$ cat src/rtl/mem_bus_arbiter.sv
// Round-robin arbiter and transaction sequencer between two bus masters and the
// shared memory bus; drives the active-low strobes and captures read data.
module mem_bus_arbiter #(
  parameter int unsigned DATA_W   = 256,
  parameter int unsigned ADDR_W   = 16,
  parameter int unsigned READ_LAT = 1
) (
  input  logic              Clk,
  input  logic              nReset,
  input  logic              req0,
  input  logic              req1,
  input  logic              we0,
  input  logic              we1,
  input  logic [ADDR_W-1:0] addr0,
  input  logic [ADDR_W-1:0] addr1,
  input  logic [DATA_W-1:0] wdata0,
  input  logic [DATA_W-1:0] wdata1,
  output logic              gnt0,
  output logic              gnt1,
  output logic              done0,
  output logic              done1,
  output logic [DATA_W-1:0] rdata,
  output logic [ADDR_W-1:0] address,
  output logic              nRead,
  output logic              nWrite,
  output logic [DATA_W-1:0] BusDataOut,
  input  logic [DATA_W-1:0] BusDataIn
);

  localparam int unsigned CNT_W = 4;

  typedef enum logic [1:0] {S_IDLE, S_ISSUE, S_DONE} state_e;

  state_e             state_q, state_d;
  logic               ptr_q, ptr_d;
  logic               own_q, own_d;
  logic               we_q, we_d;
  logic [CNT_W-1:0]   cnt_q, cnt_d;
  logic [1:0]         gnt_q, gnt_d;
  logic [1:0]         done_q, done_d;
  logic [DATA_W-1:0]  rdata_q, rdata_d;
  logic [ADDR_W-1:0]  address_q, address_d;
  logic [DATA_W-1:0]  bdo_q, bdo_d;
  logic               nrd_q, nrd_d;
  logic               nwr_q, nwr_d;

  logic               any_req_c;
  logic               win_c;
  logic               win_we_c;
  logic [ADDR_W-1:0]  win_addr_c;
  logic [DATA_W-1:0]  win_wdata_c;

  // On a tie the master not served last wins; ptr_q holds the last-served index.
  always_comb begin
    any_req_c   = req0 | req1;
    win_c       = (req0 & req1) ? ~ptr_q : req1;
    win_we_c    = win_c ? we1 : we0;
    win_addr_c  = win_c ? addr1 : addr0;
    win_wdata_c = win_c ? wdata1 : wdata0;
  end

  always_ff @(posedge Clk or negedge nReset) begin
    if (!nReset) begin
      state_q   <= S_IDLE;
      ptr_q     <= 1'b1;
      own_q     <= 1'b0;
      we_q      <= 1'b0;
      cnt_q     <= '0;
      gnt_q     <= '0;
      done_q    <= '0;
      rdata_q   <= '0;
      address_q <= '0;
      bdo_q     <= '0;
      nrd_q     <= 1'b1;
      nwr_q     <= 1'b1;
    end else begin
      state_q   <= state_d;
      ptr_q     <= ptr_d;
      own_q     <= own_d;
      we_q      <= we_d;
      cnt_q     <= cnt_d;
      gnt_q     <= gnt_d;
      done_q    <= done_d;
      rdata_q   <= rdata_d;
      address_q <= address_d;
      bdo_q     <= bdo_d;
      nrd_q     <= nrd_d;
      nwr_q     <= nwr_d;
    end
  end

  // Next state plus next registered bus outputs; strobes default to inactive.
  always_comb begin
    state_d   = state_q;
    ptr_d     = ptr_q;
    own_d     = own_q;
    we_d      = we_q;
    cnt_d     = cnt_q;
    gnt_d     = gnt_q;
    done_d    = '0;
    rdata_d   = rdata_q;
    address_d = address_q;
    bdo_d     = bdo_q;
    nrd_d     = 1'b1;
    nwr_d     = 1'b1;

    case (state_q)
      S_IDLE, S_DONE: begin
        if (any_req_c) begin
          state_d   = S_ISSUE;
          own_d     = win_c;
          we_d      = win_we_c;
          cnt_d     = '0;
          gnt_d     = win_c ? 2'b10 : 2'b01;
          address_d = win_addr_c;
          bdo_d     = win_wdata_c;
          nwr_d     = ~win_we_c;
          nrd_d     = win_we_c;
        end else begin
          state_d   = S_IDLE;
          gnt_d     = '0;
          address_d = '0;
          bdo_d     = '0;
        end
      end
      S_ISSUE: begin
        if (we_q || (cnt_q == CNT_W'(READ_LAT - 1))) begin
          state_d = S_DONE;
          ptr_d   = own_q;
          done_d  = own_q ? 2'b10 : 2'b01;
          if (!we_q) begin
            rdata_d = BusDataIn;
          end
        end else begin
          cnt_d = cnt_q + CNT_W'(1);
          nrd_d = 1'b0;
        end
      end
      default: state_d = S_IDLE;
    endcase
  end

  assign gnt0       = gnt_q[0];
  assign gnt1       = gnt_q[1];
  assign done0      = done_q[0];
  assign done1      = done_q[1];
  assign rdata      = rdata_q;
  assign address    = address_q;
  assign BusDataOut = bdo_q;
  assign nRead      = nrd_q;
  assign nWrite     = nwr_q;

endmodule

$ cat config.mk
export PLATFORM = sky130hd
export DESIGN_NAME = mem_bus_arbiter
export DESIGN_NICKNAME = d
export VERILOG_FILES = /design/src/rtl/mem_bus_arbiter.sv
export SDC_FILE = /design/constraint.sdc
export NUM_CORES = 1
export LEC_CHECK = 0
export CAP_MARGIN = 10
export CELL_PAD_IN_SITES_DETAIL_PLACEMENT = 1
export CELL_PAD_IN_SITES_GLOBAL_PLACEMENT = 1
export CORE_AREA = 3 3 514 516
export CTS_BUF_LIST = sky130_fd_sc_hd__clkbuf_8
export DETAILED_ROUTE_END_ITERATION = 12
export DIE_AREA = 0 0 517 519
export PLACE_DENSITY_LB_ADDON = 0.3
export SYNTH_ARGS = -nofsm -noshare
export SYNTH_HDL_FRONTEND = slang
export SYNTH_SLANG_ARGS = --single-unit
$ cat constraint.sdc
create_clock -name Clk -period 3.42 [get_ports Clk]
set_input_delay 0.855 -clock Clk [delete_from_list [all_inputs] [get_ports Clk]]
set_output_delay 0.855 -clock Clk [all_outputs]
set_load 0.01 [all_outputs]
# Word-level counts from Yosys, hierarchy flattened
# Cells that the tools add are included.
# classes
n_mux,22
n_addsub,1
n_reduce_logical,9
eq_ne,5
n_bitwise,5
# op_table
op,n
256-bit 2-to-1 mux,2
16-bit 2-to-1 mux,2
2-bit 2-to-1 mux,6
4-bit 2-to-1 mux,2
4-bit one-hot mux with 2 select lines,1
1-bit 2-to-1 mux,7
"2-bit != test, second input constant",3
3-bit AND reduction,2
"4-bit by 1-bit adder with 4-bit output, second input constant",1
4-bit logical NOT,1
2-bit one-hot mux with 2 select lines,1
2-bit AND reduction,2
1-bit inverter,3
"2-bit by 1-bit equality test with 1-bit output, second input constant",1
"2-bit equality test, second input constant",1
2-bit logical NOT,1
1-bit one-hot mux with 2 select lines,1
2-bit nonzero test,1
2-bit OR reduction,1
1-bit bitwise AND,1
1-bit logical OR,1
1-bit bitwise OR,1
# totals
ff_bits,543

# Depth between registers and ports, before layout
# Gate-level depths: netlist of the first run.
# depth
word_depth,6
mapped_depth,7
depth_no_buf,5

# Worst setup path after synthesis of the first run
# No wires, ideal clock.
# synth_path
path_type,input to register
from,input req1
to,register bdo_q[32] (netlist: BusDataOut[32])
path_buffers,2
slack_ns,1.553
path_stages,5
arrival_ns,1.781
path_cell_list,a21bo_2 clkbuf_1 buf_1 nand3_1 o211ai_1
# synth_between
elab_chain_cells,4
elab_cells_between_ends,5
classes_between,mux (3); bitwise (2)
# synth_rtl
element,line_no,source
"start, declared",11,"input logic req1,"
1-bit bitwise AND,56,win_c = (req0 & req1) ? ~ptr_q : req1;
1-bit 2-to-1 mux,56,
256-bit 2-to-1 mux,59,win_wdata_c = win_c ? wdata1 : wdata0;
256-bit 2-to-1 mux *,109,if (any_req_c) begin
"end signal, assigned",86,bdo_q <= bdo_d;
"end, declared",43,"logic [DATA_W-1:0] bdo_q, bdo_d;"
# Every way passes the cells marked *; elsewhere a longest branch is shown, timed or not.
# A chain may end at the register's enable or synchronous reset.

# Worst setup path in the final report of the first run
# layout_path
from,register bdo_q[37] (netlist: BusDataOut[37])
to,output BusDataOut[37]
# layout_lines
element,line_no,source
"end, declared",26,"output logic [DATA_W-1:0] BusDataOut,"
# No word-level cell between the ends.

==> summary.md, run 1 <==
Once layout is done, the placed cells without fillers occupy 43,500 um^2. Adding up every negative setup slack in the final design gives 0 ns. Cells fill 16.7% of the core in the end. Setup repair after global routing left no endpoint under its margin. IR analysis of the VDD net gives a maximum drop of 0.293 mV.

The layout has 29,900 filler cells. The cell family contributing the most delay on the critical path is buffers and inverters. For met2 alone, demand over resource in global routing was 22.0%. The number of nets in the layout was 4,268; the average cell area after synthesis was 11.1 um^2. In the layout the commonest cells are sky130_fd_sc_hd__clkdlybuf4s50_1, sky130_fd_sc_hd__nand2_1, sky130_fd_sc_hd__dfrtp_1, sky130_fd_sc_hd__nand3_1, sky130_fd_sc_hd__o211ai_1. In this run, synthesis inferred 0 flip-flops with an integrated enable. Power density of the placed cells: 701 nW/um^2. The number of clock sinks seen by CTS was 543. From synthesis to final layout, the design area changed by 86.6%. The critical path goes through clkdlybuf4s50_1. The most common cell after layout, fill and taps aside was sky130_fd_sc_hd__clkdlybuf4s50_1. Across every metal layer, demand over resource in global routing totals 12.9%. The core region is 260,000 um^2. The post-route fraction of the period consumed by the critical path was 87.6%. The category of the most critical setup path was flop to output port. Buffers placed on the I/O ports in this run total 1,339. For met3 alone, demand over resource in global routing was 7.09%. In this run the worst setup path terminates at BusDataOut[37]. After clock tree synthesis, the clock-pin slew on the worst setup and hold paths is 0.06 ns. For the reported leakage power, the log shows 16.7 nW. For flop-to-flop paths, the worst setup slack is 0.98 ns. Summing all placed instances gives a cell area of 41,000 um^2. On the critical path, the stage with the largest delay is an instance of sky130_fd_sc_hd__clkdlybuf4s50_1. The tools report the global-route wire length before repair as 235,000 um.

The run gives 23,300 as the total number of vias. The tools report the number of max-slew violations in the final report as 0. The worst register-to-register path begins at cnt_q[0].

After the first detailed-routing iteration, the DRC count stood at 1,302. In this run, placement finished with an instance count of 6,744. The tools report the final-report hold violation count as 0. Of all flip-flops after synthesis, the portion carrying an async set or reset was 100%. Across the routed clock network, the largest skew measured is 0.0379 ns.

The worst register-to-register path ends at rdata[48]. The H-tree was split into 3 levels. For the worst setup path, the data arrival time is 2.14 ns. The clock latency at the later pin of the worst-skew pair is 0.85 ns. The delay of the slowest critical-path stage came out at 0.94 ns. The TritonCTS buffer count was 115. For this design the top-level I/O count stands at 1,340. The number of detailed-route iterations in the first pass was 5.

Transition time at the pin with the least slew margin: 1.06 ns. The number of cells on the critical path was 1; the placer congestion estimate was 0.823. The tools report the critical path launch point as BusDataOut[37].

After detailed routing, the number of vias per cell comes to 3.34. Setup violations remaining at the end of the flow were counted as 0. In the final layout, the share of cells above drive strength 1 is 8.85%. The routed length per placed instance is 26.0 um. The most heavily used metal layer in global routing is met2.

Global routing finished with a remaining overflow of 0. Yosys printed 0 warnings. The tools report the kind of start point of the critical path as a flop. The tool flagged a number of max-cap violations equal to 0.

The die covers 268,000 um^2. For the finished layout, the period the worst path requires is 3.00 ns. The flow ran to the end, and the final reports show no timing, DRC or antenna violations.

The tightest min-delay check is of the flop to flop type. Row generation in the floorplan step produced 187 rows. After detailed routing, the number of remaining DRC violations is 0.

The number of nets in the synthesized netlist is 2,911. After the flow finishes, the layout carries non-filler instances totaling 6,975. In this run, synthesis produced a sequential element count of 543. The x dimension of the die is 517 um, and the maximum number of pins on one net before global-route repair is 212. The total wirelength of the detailed-routed design was 181,000 um. Across all hold checks on the routed design, the worst slack comes to 0.451 ns.

The run gives 29.4% as the worst slew margin relative to its limit. The tree is rooted in a sky130_fd_sc_hd__clkbuf_8. Of the synthesized area, sequential elements account for 58.4%. Number of antenna violations at the first check in global routing: 143. TritonCTS built the clock tree. At the worst endpoint, the required time is 2.56 ns. For this configuration, the core starts out at a cell density of 8.97%. Synthesized cell area: 23,300 um^2. The number of buffers on the longest clock path came out at 3. In the global route stage, met1 resource usage came out at 14.2%. The y dimension of the die is 519 um. The run gives 150,000 um as the HPWL after detailed placement. Along the worst path, the maximum fanout reaches 2.

The number of buffers and inverters on the critical path was 1. For this run, the leading register cell type out of synthesis is sky130_fd_sc_hd__dfrtp_1. Static timing analysis puts the maximum clock frequency at 334 MHz. Synthesis produced a netlist whose cell count is 2,103.

STA classifies the critical path endpoint as an output port. The number of global-route vias before repair came out at 24,800. The run gives 34 as the count of cell types in the netlist. Source of the worst hold timing path: own_q. Once detail routing completed, the nets flagged for antenna violations numbered 0. The worst register-to-register path has a depth of 6.
what timing repair did:
item,in CTS,in global routing
hold buffers,1,0
setup endpoints to repair,1,0
setup buffers,0,0
resized for setup,1,0
hold endpoints to repair,29,0
per-layer routing:
metal  share of wire [%]  routed length [um]
met5                0.47                 856
met4                 1.9                3430
met1                  38               68500
met3                  12               22400
met2                  47               86000
worst min-delay path by stage:
stage                  to  slack [ns]  cells after the start
2_1_floorplan   done_q[0]        0.42                      1
3_3_place_gp    done_q[0]        0.44                      1
3_5_place_dp    done_q[0]        0.45                      1
4_1_cts        rdata[100]        0.37                      2
5_1_grt        rdata[100]        0.41                      2
6_report        done_q[0]        0.45                      1
through the flow:
stage | total power, W | setup WS (ns)
after floorplan | 0.0143 | 1.55
after CTS | 0.0313 | 0.0829
after global placement | 0.0231 | 0.565
final | 0.0305 | 0.423
after global routing | 0.0322 | 0.193
after detailed placement | 0.0232 | 0.557
cell families (layout without fill, tap and decap cells):
logic type	after synthesis	after routing	share of synthesized area [%]
AO/OA/AOI/OAI	282	282	9.09
adder cells (fa/ha/maj)	2	2	0.107
buffers and inverters	184	1628	4.14
flip-flops	543	543	58.4
multiplexers	262	262	13.3
other	0	26	0
AND/OR/NAND/NOR	830	830	15.0
power by group:
part	internal [W]	leakage [nW]	total [W]	switching, W
Clock	0.00424	1.40	0.00763	0.00340
Sequential	0.00884	6.56	0.0104	0.00161
Combinational	0.00663	8.71	0.0124	0.00577
Total	0.0197	16.7	0.0305	0.0108
cells in the mapped netlist (3+ instances only):
cell	instances	area share, %
sky130_fd_sc_hd__mux2_2	18	0.87
sky130_fd_sc_hd__nor2_1	5	0.081
sky130_fd_sc_hd__buf_1	13	0.21
sky130_fd_sc_hd__mux2_4	40	2.6
sky130_fd_sc_hd__o211ai_1	270	8.7
sky130_fd_sc_hd__buf_6	26	1.3
sky130_fd_sc_hd__mux2_1	200	9.7
sky130_fd_sc_hd__mux2i_1	4	0.17
sky130_fd_sc_hd__nand2_1	545	8.8
sky130_fd_sc_hd__nand3_1	270	5.8
sky130_fd_sc_hd__clkbuf_1	83	1.3
sky130_fd_sc_hd__buf_2	56	1.2
sky130_fd_sc_hd__inv_1	4	0.064
sky130_fd_sc_hd__dfstp_2	3	0.34
sky130_fd_sc_hd__dfrtp_1	540	58
state kept, by name, summed over array words and instances, names as in the netlist:
signal      flops
done_q          2
nWrite          1
BusDataOut    256
we_q            1
rdata         256
address        16
ptr_q           1
gnt_q           2
state_q         2
own_q           1
nRead           1
cnt_q           4
final cells by class:
type	count	area (um^2)	share of cell area, %
Clock inverter	59	435	1.00
Clock buffer	145	2000	4.59
Multi-Input combinational cell	1376	8770	20.2
Timing Repair Buffer	1420	14300	33.0
Sequential cell	543	13600	31.3
Inverter	4	15.0	0.0345
Tap cell	3402	4260	9.79
Antenna cell	26	65.1	0.150
(Power assumes the default switching activity.)
==> run 2, diff against run 1 <==
Settings changed: CORE_AREA 3 3 514 516 to 2 2 529 531, DIE_AREA 0 0 517 519 to 0 0 531 533, SETUP_SLACK_MARGIN set to 0.2, TNS_END_PERCENT set to 10.
==> run 2 against run 1 <==
Sequential share of layout area fell by 0.20 points. Clock power fell by 1%. Global-route usage fell by 0.43 points. Combinational power barely moved. Largest cell class unchanged.
==> summary.md, run 2 (same netlist as run 1, synthesis figures left out) <==
H-tree depth: 3 (unchanged). The tools report the number of antenna violations at the first check in global routing as 151 (+5.6%). The tools report the worst clock skew on the final layout as 0.0600 ns (+0.0221 ns).

Maximum number of pins on one net before global-route repair: 212 (unchanged). CTS placed an instance of sky130_fd_sc_hd__clkbuf_8 at the clock tree root. HPWL after detailed placement: 153,000 um (+1.7%). Compared with the post-synthesis result, the final layout area differs by 87.8%. The transition time at the pin with the least slew margin was 1.08 ns (+0.0182 ns); the placer congestion estimate was 0.850 (+3.3%). Worst setup slack for register-to-register paths: 0.87 ns (-0.11 ns). The tools report the post-detailed-placement cell area as 41,300 um^2 (+0.73%). The endpoint arrival time on the critical path was 2.14 ns (about the same); the full die area was 283,000 um^2 (+5.5%). The worst slew margin relative to its limit is 28.2% (-1.2 points), and the final-report hold violation count is 0 (unchanged). The reported leakage power was 16.6 nW (-0.36%); the worst hold path cell count was 1 (unchanged).

The final instance count without filler cells is 7,294 (+4.6%), and the final standard cell utilization of the core is 15.7% (-1.0 points). The tools report the worst setup path endpoint as BusDataOut[31]. Setup repair after global routing left no endpoint under its margin.

For the reported max-cap violation count, the log shows 0 (unchanged). The most common cell after layout, fill and taps aside was sky130_fd_sc_hd__clkdlybuf4s50_1. The cell count after placement is 7,052 (+4.6%), and the number of buffers and inverters on the critical path is 1 (unchanged). The run gives 543 (unchanged) as the number of clock sinks seen by CTS.

The routed length per placed instance came out at 25.1 um (-3.4%). The critical path starts at BusDataOut[31]. The total congestion overflow is 0 (unchanged). The number of design rule violations left after detail routing was 0 (unchanged). The y dimension of the die works out to 533 um (+2.7%). The run gives 0 (unchanged) as the post-route antenna net violation count.

The number of cells on the critical path was 1 (unchanged); the number of buffers on the longest clock path was 4 (+1). For the number of global-route vias before repair, the log shows 24,800 (+0.11%). The clock latency at the later pin of the worst-skew pair is 0.91 ns (+0.06 ns), and the depth of the worst register-to-register path is 6 (unchanged). The total number of vias is 23,100 (-0.89%), and the area of all placed cells without fillers is 43,700 um^2 (+0.64%). The detail-routed via count per cell is 3.16 (-5.2%). STA classifies the critical path startpoint as a flop.

The placement row count is 194 (+3.7%), and the delay of the slowest critical-path stage is 0.90 ns (-0.04 ns). The slowest stage of the critical path belongs to the cell sky130_fd_sc_hd__clkdlybuf4s50_1. The required time of the critical path is 2.56 ns (about the same), and the clock-pin slew on the worst setup and hold paths is 0.06 ns (about the same). The number of detailed-route iterations in the first pass is 5 (unchanged), and the TritonCTS buffer count is 117 (+1.7%). The logs give 8.38% (-0.59 points) for the effective utilization at floorplan and 0 (unchanged) for the count of buffers added by post-CTS timing repair for setup. STA classifies the critical path endpoint as an output port. The share of cells above drive strength 1 was 8.45% (-0.40 points).

The number of nets in the layout is 4,256 (-0.28%), and the core outline area is 278,000 um^2 (+7.0%). The overall routing resource usage is 12.5% (-0.43 points). TritonCTS built the clock tree. For the highest ir drop seen on vdd, the log shows 0.257 mV (-12%). The critical path goes through clkdlybuf4s50_1. The number of top-level design ports came out at 1,340 (unchanged). The run gives 0 (unchanged) as the number of max-slew violations in the final report.

The highest clock frequency the design can meet was 334 MHz (about the same); the post-route fraction of the period consumed by the critical path was 87.6% (about the same). The number of endpoints failing setup at the final stage was 0 (unchanged). The min-delay analysis places its worst path in the category flop to flop. The tools report the setup TNS as 0 ns (unchanged).

The worst register-to-register path ends at rdata[242]. The largest fanout on the critical path works out to 2 (unchanged). In this run the critical register-to-register path is launched from cnt_q[1]. The power density of the placed cells works out to 693 nW/um^2 (-1.2%).

In the layout the commonest cells are sky130_fd_sc_hd__clkdlybuf4s50_1, sky130_fd_sc_hd__nand2_1, sky130_fd_sc_hd__dfrtp_1, sky130_fd_sc_hd__nand3_1, sky130_fd_sc_hd__o211ai_1. The clock period minus worst slack was 3.00 ns (-0.000895 ns). The flow ran to the end, and the final reports show no timing, DRC or antenna violations.

The global-route wire length before repair came out at 239,000 um (+1.5%). The category of the most critical setup path is flop to output port. The number of buffers added on ports is 1,339 (unchanged), and the x dimension of the die is 531 um (+2.7%). The kind of cell adding the most delay to the critical path was buffers and inverters. The run gives 183,000 um (+1.0%) as the total wirelength of the detailed-routed design. The tools report the DRC violation total after the first TritonRoute iteration as 1,183 (-9.1%).
## run 2: per-stage QoR
step | hold slack, ns | setup WS [ns] | power [W]
2_1_floorplan | 0.422 | 1.55 | 0.0143
3_3_place_gp | 0.435 | 0.639 | 0.0231
3_5_place_dp | 0.455 | 0.601 | 0.0232
4_1_cts | 0.341 | 0.0440 | 0.0311
5_1_grt | 0.413 | 0.312 | 0.0321
6_report | 0.459 | 0.424 | 0.0303
## run 2: worst register-to-register path, cell delays in order (launching register included)
cell and delay [ns]:
sky130_fd_sc_hd__dfrtp_1 0.40, sky130_fd_sc_hd__inv_1 0.08, sky130_fd_sc_hd__ha_1 0.13, sky130_fd_sc_hd__nor3b_2 0.40
sky130_fd_sc_hd__nand2_8 0.30, sky130_fd_sc_hd__buf_12 0.67, sky130_fd_sc_hd__mux2_1 0.39
## run 2: cell type report
type                            instances  area (um^2)
Timing Repair Buffer                 1406        14200
Tap cell                             3724         4660
Clock inverter                         60          340
Inverter                                4         15.0
Sequential cell                       543        13600
Multi-Input combinational cell       1376         8770
Fill cell                           32100       234000
Clock buffer                          149         2050
Antenna cell                           32         80.1
## run 2: report_power, final
part / total (W) / switching (W) / internal [W] / leakage (nW)
Clock: 0.00753 / 0.00342 / 0.00411 / 1.40
Combinational: 0.0125 / 0.00586 / 0.00660 / 8.65
Sequential: 0.0103 / 0.00149 / 0.00884 / 6.56
Total: 0.0303 / 0.0108 / 0.0195 / 16.6
## run 2: worst min-delay path by stage
stage / from / slack (ns) / to
finish: own_q / 0.46 / done_q[0]
global placement: own_q / 0.44 / done_q[0]
floorplan: own_q / 0.42 / done_q[0]
CTS: wdata0[115] / 0.34 / BusDataOut[115]
detailed placement: own_q / 0.45 / done_q[0]
global route: wdata0[115] / 0.41 / BusDataOut[115]
## run 2: layer usage
metal  global-route usage, %  part of all wire, %  vias to the layer above
met2                    20.5                   46                     1211
met3                    7.68                   14                      368
met5                       0                 0.50                        -
met1                    13.3                   36                    11300
met4                    3.53                  2.6                      134
li1                        -                    -                    10100
## run 2: what timing repair did
action                                  CTS  global route
endpoints found under the hold margin    28             0
gates resized for setup                   1             1
endpoints found under the setup margin    2             1
hold buffers                              1             0
